### src/rtl/regwr_arbiter.sv
// ============================================================================
// regwr_arbiter
// ----------------------------------------------------------------------------
// Purpose:
//   Shares the register file's single write port between the pipeline
//   writeback stage (WB) and a long-latency unit (LU: divider, multi-cycle
//   load).
//   - WB has priority and is never back-pressured. Its write is granted in
//     the same cycle it is requested, except during a one-cycle FORCE drain,
//     when the pipeline is frozen through stall_req.
//   - LU results arrive over a valid/ready handshake. They are written
//     straight through when the port is idle and the buffer is empty.
//     Otherwise they are held in a DEPTH-entry FIFO and drained whenever WB
//     leaves the port free.
//   - A starvation guard counts the cycles in which the FIFO head is denied
//     the port. When the count would reach STARVE_MAX, the next cycle becomes
//     a FORCE cycle. In that cycle the pipeline is stalled and the head is
//     written.
//   - Writes to register 0 are never issued. LU results aimed at r0 are
//     accepted and dropped.
//
// Configuration macro:
//   REGWR_PEND_BYPASS_EN - when defined, two combinational lookup ports
//                          report whether the FIFO holds a pending result
//                          for a given register. The newest matching
//                          entry's data is returned. When the macro is
//                          undefined, the lookup outputs are tied to 0.
//
// Ports:
//   clk, rst            clock; synchronous active-high reset
//   wb_we/waddr/wdata   WB write request (highest priority)
//   lu_valid/waddr/wdata, lu_ready
//                       LU result handshake
//   stall_req           registered; high for the single FORCE cycle
//   rf_we/waddr/wdata   register file write port
//   pend_cnt            FIFO occupancy
//   chk_addr1/2         register addresses to look up in the FIFO
//   pend_hit1/2         a pending entry matches chk_addrN (bypass build)
//   pend_data1/2        newest matching entry's data (bypass build)
// ============================================================================
module regwr_arbiter #(
    parameter int DATA_W     = 32,
    parameter int ADDR_W     = 5,
    parameter int DEPTH      = 2,
    parameter int STARVE_MAX = 4
) (
    input  logic                         clk,
    input  logic                         rst,
    // writeback stage
    input  logic                         wb_we,
    input  logic [ADDR_W-1:0]            wb_waddr,
    input  logic [DATA_W-1:0]            wb_wdata,
    // long-latency unit
    input  logic                         lu_valid,
    input  logic [ADDR_W-1:0]            lu_waddr,
    input  logic [DATA_W-1:0]            lu_wdata,
    output logic                         lu_ready,
    // pipeline control
    output logic                         stall_req,
    // register file write port
    output logic                         rf_we,
    output logic [ADDR_W-1:0]            rf_waddr,
    output logic [DATA_W-1:0]            rf_wdata,
    // status and pending lookup
    output logic [$clog2(DEPTH+1)-1:0]   pend_cnt,
    input  logic [ADDR_W-1:0]            chk_addr1,
    input  logic [ADDR_W-1:0]            chk_addr2,
    output logic                         pend_hit1,
    output logic                         pend_hit2,
    output logic [DATA_W-1:0]            pend_data1,
    output logic [DATA_W-1:0]            pend_data2
);

    // ------------------------------------------------------------------------
    // Local constants
    // ------------------------------------------------------------------------
    localparam int CNT_W = $clog2(DEPTH + 1);
    localparam int PTR_W = $clog2(DEPTH);
    localparam int STV_W = $clog2(STARVE_MAX + 1);

    localparam logic [CNT_W-1:0] DEPTH_C  = CNT_W'(DEPTH);
    localparam logic [STV_W-1:0] STARVE_C = STV_W'(STARVE_MAX);

    localparam logic [0:0] ST_NORMAL = 1'b0;
    localparam logic [0:0] ST_FORCE  = 1'b1;

    // ------------------------------------------------------------------------
    // State
    // ------------------------------------------------------------------------
    logic [0:0]        r_state;
    logic [STV_W-1:0]  r_starve_cnt;
    logic [CNT_W-1:0]  r_count;
    logic [PTR_W-1:0]  r_rd_ptr;
    logic [PTR_W-1:0]  r_wr_ptr;
    logic [ADDR_W-1:0] r_mem_addr [DEPTH];
    logic [DATA_W-1:0] r_mem_data [DEPTH];

    // ------------------------------------------------------------------------
    // Combinational decode
    // ------------------------------------------------------------------------
    logic              w_empty;
    logic              w_lu_ready;
    logic              w_lu_xfer;
    logic              w_lu_nonzero;
    logic              w_wb_grant;
    logic              w_head_wr;
    logic              w_thru;
    logic              w_enq;
    logic              w_deq;
    logic [ADDR_W-1:0] w_head_addr;
    logic [DATA_W-1:0] w_head_data;
    logic [STV_W-1:0]  w_starve_inc;

    assign w_empty      = (r_count == '0);
    assign w_lu_ready   = (r_count < DEPTH_C) && !rst;
    assign w_lu_xfer    = lu_valid && w_lu_ready;
    assign w_lu_nonzero = (lu_waddr != '0);
    assign w_head_addr  = r_mem_addr[r_rd_ptr];
    assign w_head_data  = r_mem_data[r_rd_ptr];
    assign w_starve_inc = r_starve_cnt + STV_W'(1);

    // Port selection. A FORCE cycle ignores WB entirely because the pipeline
    // is holding it frozen. The FIFO is never empty in FORCE, since entry
    // requires a non-empty FIFO whose head was not written. The emptiness
    // guard simply keeps a bubble from ever reaching the port.
    always_comb begin
        // NOTE: every signal driven here gets a default first, so no path
        // leaves it unassigned and no latch is inferred.
        w_wb_grant = 1'b0;
        w_head_wr  = 1'b0;
        w_thru     = 1'b0;
        if (!rst) begin
            if (r_state == ST_FORCE) begin
                w_head_wr = !w_empty;
            end else if (wb_we && (wb_waddr != '0)) begin
                w_wb_grant = 1'b1;
            end else if (!w_empty) begin
                w_head_wr = 1'b1;
            end else if (w_lu_xfer && w_lu_nonzero) begin
                w_thru = 1'b1;
            end
        end
    end

    // An accepted LU result is buffered unless it is written straight through.
    // Results aimed at r0 are consumed here and go nowhere.
    assign w_enq = w_lu_xfer && w_lu_nonzero && !w_thru;
    assign w_deq = w_head_wr;

    always_comb begin
        rf_we    = 1'b0;
        rf_waddr = '0;
        rf_wdata = '0;
        if (w_wb_grant) begin
            rf_we    = 1'b1;
            rf_waddr = wb_waddr;
            rf_wdata = wb_wdata;
        end else if (w_head_wr) begin
            rf_we    = 1'b1;
            rf_waddr = w_head_addr;
            rf_wdata = w_head_data;
        end else if (w_thru) begin
            rf_we    = 1'b1;
            rf_waddr = lu_waddr;
            rf_wdata = lu_wdata;
        end
    end

    assign lu_ready  = w_lu_ready;
    assign stall_req = (r_state == ST_FORCE);
    assign pend_cnt  = r_count;

    // ------------------------------------------------------------------------
    // FIFO pointers, occupancy, state and starvation counter
    // ------------------------------------------------------------------------
    always_ff @(posedge clk) begin
        // NOTE: sequential state uses non-blocking assignments only. Every
        // register then samples pre-edge values and there is no
        // evaluation-order race between blocks.
        if (rst) begin
            r_state      <= ST_NORMAL;
            r_starve_cnt <= '0;
            r_count      <= '0;
            r_rd_ptr     <= '0;
            r_wr_ptr     <= '0;
        end else begin
            if (w_enq) r_wr_ptr <= r_wr_ptr + PTR_W'(1);
            if (w_deq) r_rd_ptr <= r_rd_ptr + PTR_W'(1);

            unique case ({w_enq, w_deq})
                2'b10:   r_count <= r_count + CNT_W'(1);
                2'b01:   r_count <= r_count - CNT_W'(1);
                default: r_count <= r_count;
            endcase

            // The counter only advances while a buffered head is being denied.
            // The counter value STARVE_MAX itself is never stored. The cycle
            // that would reach it schedules FORCE instead.
            if (r_state == ST_FORCE) begin
                r_state      <= ST_NORMAL;
                r_starve_cnt <= '0;
            end else if (w_head_wr) begin
                r_starve_cnt <= '0;
            end else if (!w_empty) begin
                if (w_starve_inc == STARVE_C) begin
                    r_state      <= ST_FORCE;
                    r_starve_cnt <= '0;
                end else begin
                    r_starve_cnt <= w_starve_inc;
                end
            end
        end
    end

    // FIFO storage
    always_ff @(posedge clk) begin
        // NOTE: the storage array has no reset. Clearing r_count and the
        // pointers already makes every entry invalid, and nothing reads an
        // entry that is not valid.
        if (w_enq) begin
            r_mem_addr[r_wr_ptr] <= lu_waddr;
            r_mem_data[r_wr_ptr] <= lu_wdata;
        end
    end

    // ------------------------------------------------------------------------
    // Pending-result lookup
    // ------------------------------------------------------------------------
`ifdef REGWR_PEND_BYPASS_EN
    // Walks the FIFO from oldest to newest, so a later match overwrites an
    // earlier one and the youngest entry wins. r0 never matches, because a
    // read of r0 always returns zero.
    function automatic logic [DATA_W:0] f_lookup(input logic [ADDR_W-1:0] a);
        logic              hit;
        logic [DATA_W-1:0] data;
        logic [PTR_W-1:0]  idx;
        hit  = 1'b0;
        data = '0;
        for (int i = 0; i < DEPTH; i++) begin
            idx = r_rd_ptr + PTR_W'(i);
            if ((a != '0) && (CNT_W'(i) < r_count) && (r_mem_addr[idx] == a)) begin
                hit  = 1'b1;
                data = r_mem_data[idx];
            end
        end
        return {hit, data};
    endfunction

    always_comb begin
        {pend_hit1, pend_data1} = '0;
        {pend_hit2, pend_data2} = '0;
        if (!rst) begin
            {pend_hit1, pend_data1} = f_lookup(chk_addr1);
            {pend_hit2, pend_data2} = f_lookup(chk_addr2);
        end
    end
`else
    logic w_unused_chk;

    assign pend_hit1    = 1'b0;
    assign pend_hit2    = 1'b0;
    assign pend_data1   = '0;
    assign pend_data2   = '0;
    assign w_unused_chk = ^{chk_addr1, chk_addr2};
`endif

endmodule

### config.mk
export PLATFORM = sky130hd
export DESIGN_NAME = regwr_arbiter
export DESIGN_NICKNAME = d
export VERILOG_FILES = /design/src/rtl/regwr_arbiter.sv
export SDC_FILE = /design/constraint.sdc
export NUM_CORES = 1
export LEC_CHECK = 0
export BUFFER_PORTS_ARGS = -buffer_cell sky130_fd_sc_hd__buf_4
export CAP_MARGIN = 20
export CORE_UTILIZATION = 43
export DETAILED_ROUTE_END_ITERATION = 8
export PLACE_DENSITY = 0.74
export SLEW_MARGIN = 20
export SYNTH_ARGS = -nofsm -noshare
export SYNTH_HDL_FRONTEND = slang
export SYNTH_SLANG_ARGS = --single-unit
### constraint.sdc
create_clock -name clk -period 5.3 [get_ports clk]
set_input_delay 0.795 -clock clk [delete_from_list [all_inputs] [get_ports clk]]
set_output_delay 0.795 -clock clk [all_outputs]
set_load 0.1 [all_outputs]
* Word-level counts from Yosys, hierarchy flattened
Memory sizes are Yosys's and may differ from the RTL's. A register that Yosys moved wholly into a read port is not among the register bits.
Cells that the tools add are included.
** Operators by class
- Add/sub/neg operators :: 5
- $lt $le $gt $ge :: 1
- Equality and inequality tests :: 3
- Multiplexer cells :: 30
- Reduce and logical (&&, ||, !) cells :: 14
** Operator list (count)
- $mux W32 :: 3
- $mux W1 :: 22
- $mux W5 :: 3
- $reduce_bool A5 Y1 :: 2
- $logic_and A1 B1 Y1 :: 5
- $pmux W2 S2 :: 1
- $reduce_or A4 Y1 :: 1
- $add A3 B1 Y3 const B :: 1
- $eq A3 B3 Y1 const B :: 1
- $logic_not A1 Y1 :: 3
- $mux W3 :: 1
- $reduce_or A3 Y1 :: 1
- $add A1 B1 Y1 const B :: 2
- $add A2 B1 Y2 const B :: 1
- $eq A2 B1 Y1 const B :: 1
- $eq A2 B2 Y1 const B :: 1
- $logic_not A2 Y1 :: 1
- $lt A2 B2 Y1 const B :: 1
- $reduce_bool A2 Y1 :: 1
- $sub A2 B1 Y2 const B :: 1
** Storage, ports and cells
- Register bits :: 8
- Memory bits (writable) :: 74
- Bits of input ports :: 88
- Output and inout bits :: 108
- Memories kept :: 2
** Memories
- r_mem_data :: words 2, bits a word 32, read ports 1, clocked after Yosys merged registers in 1, write ports 1, RTL line 96 : logic [DATA_W-1:0] r_mem_data [DEPTH];
- r_mem_addr :: words 2, bits a word 5, read ports 1, clocked after Yosys merged registers in 1, write ports 1, RTL line 95 : logic [ADDR_W-1:0] r_mem_addr [DEPTH];

* Logic depth before layout (Yosys ltp)
- Word-level depth :: 13
- Depth in mapped cells :: 10
- Gate-level depth less buffers :: 7

* Least setup slack after synthesis
No wires, ideal clock.
- Path type :: in2out
- From :: input port wb_waddr[2]
- To :: output port rf_wdata[17]
- Arrival time :: 3146 ps
- Path slack :: 1359 ps
- Stages :: 4
- Cells stage by stage :: or4_4 > o21ai_1 > nand3_1 > o211ai_1
** Between the ends
- Cells in the longest elaborated chain, start to end :: 8
** RTL lines
- start: declaration :: RTL line 51 : input logic [ADDR_W-1:0] wb_waddr,
- $reduce_bool A5 Y1 (*) :: RTL line 135 : end else if (wb_we && (wb_waddr != '0)) begin
- $logic_and A1 B1 Y1 (*) :: RTL line 135
- $mux W1 :: RTL line 135
- $mux W1 :: RTL line 133 : if (r_state == ST_FORCE) begin
- $mux W1 :: RTL line 132 : if (!rst) begin
- $mux W32 :: RTL line 162 : end else if (w_thru) begin
- $mux W32 :: RTL line 158 : end else if (w_head_wr) begin
- $mux W32 (*) :: RTL line 154 : if (w_wb_grant) begin
- end: declaration :: RTL line 63 : output logic [DATA_W-1:0] rf_wdata,
Every way passes the cells marked *; elsewhere a longest branch is shown, timed or not.

* Worst setup path after layout
- From :: input port wb_waddr[2]
- To :: output port rf_waddr[0]
** Between the ends
- Cells in the longest elaborated chain, start to end :: 8
** RTL lines
- $reduce_bool A5 Y1 (*) :: RTL line 135
- $logic_and A1 B1 Y1 (*) :: RTL line 135
- $mux W1 :: RTL line 135
- $mux W1 :: RTL line 133
- $mux W1 :: RTL line 132
- $mux W5 :: RTL line 162
- $mux W5 :: RTL line 158
- $mux W5 (*) :: RTL line 154
- end: declaration :: RTL line 62 : output logic [ADDR_W-1:0] rf_waddr,
Marked as above.

==> reports/metrics.csv <==
stage,metric,value,unit
pwr,P per Cell Area,359,nW/um^2
place,PortBufs,119,
grt,largest net degree at the start of global routing,42,
timing,Final Max Slew Viols,0,
setup_path,R2R Path Start,pend_cnt[1]$_SDFFE_PP0P_,
clock_tree,worst skew pair latency,0.34,ns
grt,grt total ovfl,0,
min_path,hold crit path type,register to register,
floorplanning,Die Ht,103,um
route,DRT iter0 DRCs,119,
timing,Worst slew margin,0.564,
logic_synthesis,syn_area_per_cell,12.4,sq um
clock_tree,CTS Buf Count,9,
setup_path,Critical Path Slowest Stage Cell,and3_1,
logic_synthesis,cell type with the largest total area after synthesis,edfxtp_1,
clock_tree,clock sink count,83,
floorplanning,die area,10700,sq um
setup_path,"critical path fanouts, max",20,
timing,final setup vio count,0,
setup_path,Worst setup SP type,primary input,
place,gpl congestion,0.864,
logic_synthesis,top-count cell post-synth,edfxtp_1,
logic_synthesis,"Top FF cell, synth",edfxtp_1,
clock_tree,post-CTS setup buffers,0,
clock_tree,hold_buf cts,0,
outcome,status,"complete, no violations",
setup_path,worst r2r path cells,5,
route,Top Layer Used,met4,
grt,vias in the first global route,2778,
final_layout,share of cells above drive strength 1,0.314,
logic_synthesis,Post-Syn Area,4410,sq um
setup_path,CP Capture Type,output port,
setup_path,Most common cell on crit path,buf_4,
floorplanning,Core ar.,9860,sq um
pwr,leak pwr,2.09,nW
setup_path,cell family with most CP delay,simple AND/OR/NAND/NOR gates,
timing,Layout Skew,0.00779,ns
grt,gr usage total,0.181,
final_layout,diodes inserted,0,
clock_tree,Max Buffers Root-to-Sink,2,
clock_tree,Max H-tree Level,3,
setup_path,"Data arrival, critical path",3.18,ns
min_path,Hold Crit Endpoint,r_starve_cnt[1]$_SDFFE_PP0N_,
route,overall routed net length,9470,um
logic_synthesis,number of synthesized register bits,83,
floorplanning,num rows,36,
timing,Fmax,251,MHz
timing,Final Cycle Share,0.751,
setup_path,reg2reg end,r_mem_data[1][27]$_DFFE_PP_,
route,ANT nets after route,0,
min_path,hold path start,r_starve_cnt[1]$_SDFFE_PP0N_,
logic_synthesis,largest cells by area after synthesis,"edfxtp_1 (50%), buf_4 (12%), mux2i_1 (8.4%)",
route,post-DR vias/cell,5.16,
setup_path,CP max stage delay,0.59,ns
timing,Final Hold Fails,0,
logic_synthesis,Post-Syn Instances,357,
route,total number of vias,3119,
logic_synthesis,Post-synth EDFFs,74,
logic_synthesis,Synthesis Warnings,0,
floorplanning,starting density of the core,0.447,
setup_path,CP required,4.51,ns
route,M1 wire length,3990,um
timing,Final Critical Period,3.98,ns
clock_tree,CTS tree,done,
logic_synthesis,"Seq/Total Area, Yosys",0.545,
setup_path,Buf/Inv on CP,3,
final_layout,nets,559,
route,DRC Markers,0,
place,hpwl dp,6390,um
setup_path,crit path launch,wb_waddr[2],
clock_tree,Root Driver,clkbuf_8,
place,pre-CTS setup slack,1.32,ns
setup_path,r2r setup slk,2.82,ns
setup_path,"Critical Path, Cell by Cell",buf_4 > or4_4 > o21ai_1 > and3_1 > buf_4 > a221o_1 > buf_4,
route,WL met3,690,um
grt,first-pass GRT wire length,14300,um
logic_synthesis,post-synth top area share,0.504,
floorplanning,die width,103,um
logic_synthesis,asr flop ratio synth,0,
timing,Least-Margin Pin Slew,0.653,ns
timing,Worst Slack Setup Final,1.32,ns
timing,RSZ-0062 raised after global routing,false,
logic_synthesis,Post-synth top cells,"edfxtp_1 (74), buf_4 (69), mux2i_1 (37)",
route,drt pass-1 iters,4,
pwr,overall power after layout,1.93,mW
min_path,Cells on Worst Hold Path,2,
final_layout,final core utilization,0.544,
timing,Setup TNS Final,0,ns
final_layout,filler cell count,860,
clock_tree,Resized Gates After CTS,0,
clock_tree,"CTS clk-pin slew, worst paths",0.08,ns
final_layout,"Area growth, synth to finish",21.7,%
route,routed length per instance,15.6,um
pwr,worst vdd ir,0.187,mV
route,met2 WL,4690,um
logic_synthesis,"Distinct cells, synth",42,
setup_path,WS Path Type,primary input to output port,
flow_run,MaxCap Viol Count,0,
grt,initial antenna violation count,0,
floorplanning,Ports,196,
-- cells in the final DEF, fill, tap and decap left out, types with 2 or more instances in the layout --
| master | n |
|---|---|
| buf_4 | 123 |
| edfxtp_1 | 74 |
| conb_1 | 66 |
| mux2i_1 | 37 |
| nor3_1 | 34 |
| a221o_1 | 33 |
| nand2_1 | 14 |
| clkbuf_8 | 9 |
| nor2_1 | 8 |
| a21oi_1 | 8 |
| dfxtp_1 | 8 |
| or3_1 | 5 |
| o21ai_0 | 5 |
| inv_1 | 3 |
| o21ai_1 | 3 |
| o211ai_1 | 3 |
| ha_1 | 3 |
| nor4_1 | 2 |
| and4_1 | 2 |
| nor2_4 | 2 |
| xor2_1 | 2 |
| nand4_1 | 2 |
| clkinv_2 | 2 |
| bufinv_16 | 2 |
| buf_16 | 2 |
-- tightest hold or removal path, stage by stage, from the launching register on --
cell and delay [ns]:
dfxtp_1 0.34, nand2_1 0.06, a21oi_1 0.05
-- sequential cells by signal, indices dropped and copies added (netlist names), named ones only --
register      cells
r_starve_cnt      3
pend_cnt          2
r_mem_addr       10
r_mem_data       64
stall_req         1
r_wr_ptr          1
r_rd_ptr          1
-- metal layers --
layer  track usage  vias to the layer above
met5             0                        -
li1              -                     1452
met1         0.232                     1506
met4        0.0607                        0
met3        0.0464                        8
met2         0.300                      153
-- cell type report --
type,count,area (sq um),area share
sequential,83,2400,0.448
multi-input combinational,246,1610,0.299
timing repair buffer,125,978,0.182
tap,133,166,0.0310
clock buffer,9,124,0.0231
clock inverter,6,81.3,0.0151
inverter,3,11.3,0.00210
-- metrics by stage --
step                      std cells  cell area (sq um)  hold slack (ns)
final                           605               5370            0.499
after global routing            605               5370            0.511
after CTS                       605               5370            0.497
after detailed placement        590               5160            0.477
after global placement          588               5110            0.462
after floorplan                 422               4660            0.452
-- report_power, final --
group | switching, mW | leakage [nW] | internal [mW]
clock | 0.218 | 0.103 | 0.260
sequential | 0.0188 | 0.749 | 0.749
combinational | 0.544 | 1.24 | 0.137
total | 0.781 | 2.09 | 1.15
-- cell families after synthesis --
group	Yosys count	share of synthesized area
XOR/XNOR	3	0.00596
multiplexers	37	0.0839
other	1	0.000850
AO/OA/AOI/OAI	59	0.113
buffers and inverters	93	0.150
adder cells (fa/ha/maj)	3	0.00851
flip-flops	83	0.545
AND/OR/NAND/NOR	78	0.0927
-- worst max path at each step --
stage,end,depth (start not counted),slack [ns]
2_1_floorplan,rf_wdata[17],4,1.36
3_3_place_gp,rf_waddr[0],7,1.39
4_1_cts,rf_waddr[1],7,1.32
5_1_grt,rf_wdata[27],7,1.22
6_report,rf_waddr[0],7,1.32
3_5_place_dp,rf_waddr[1],7,1.32
No activity file was read; power rests on OpenSTA's default activity.
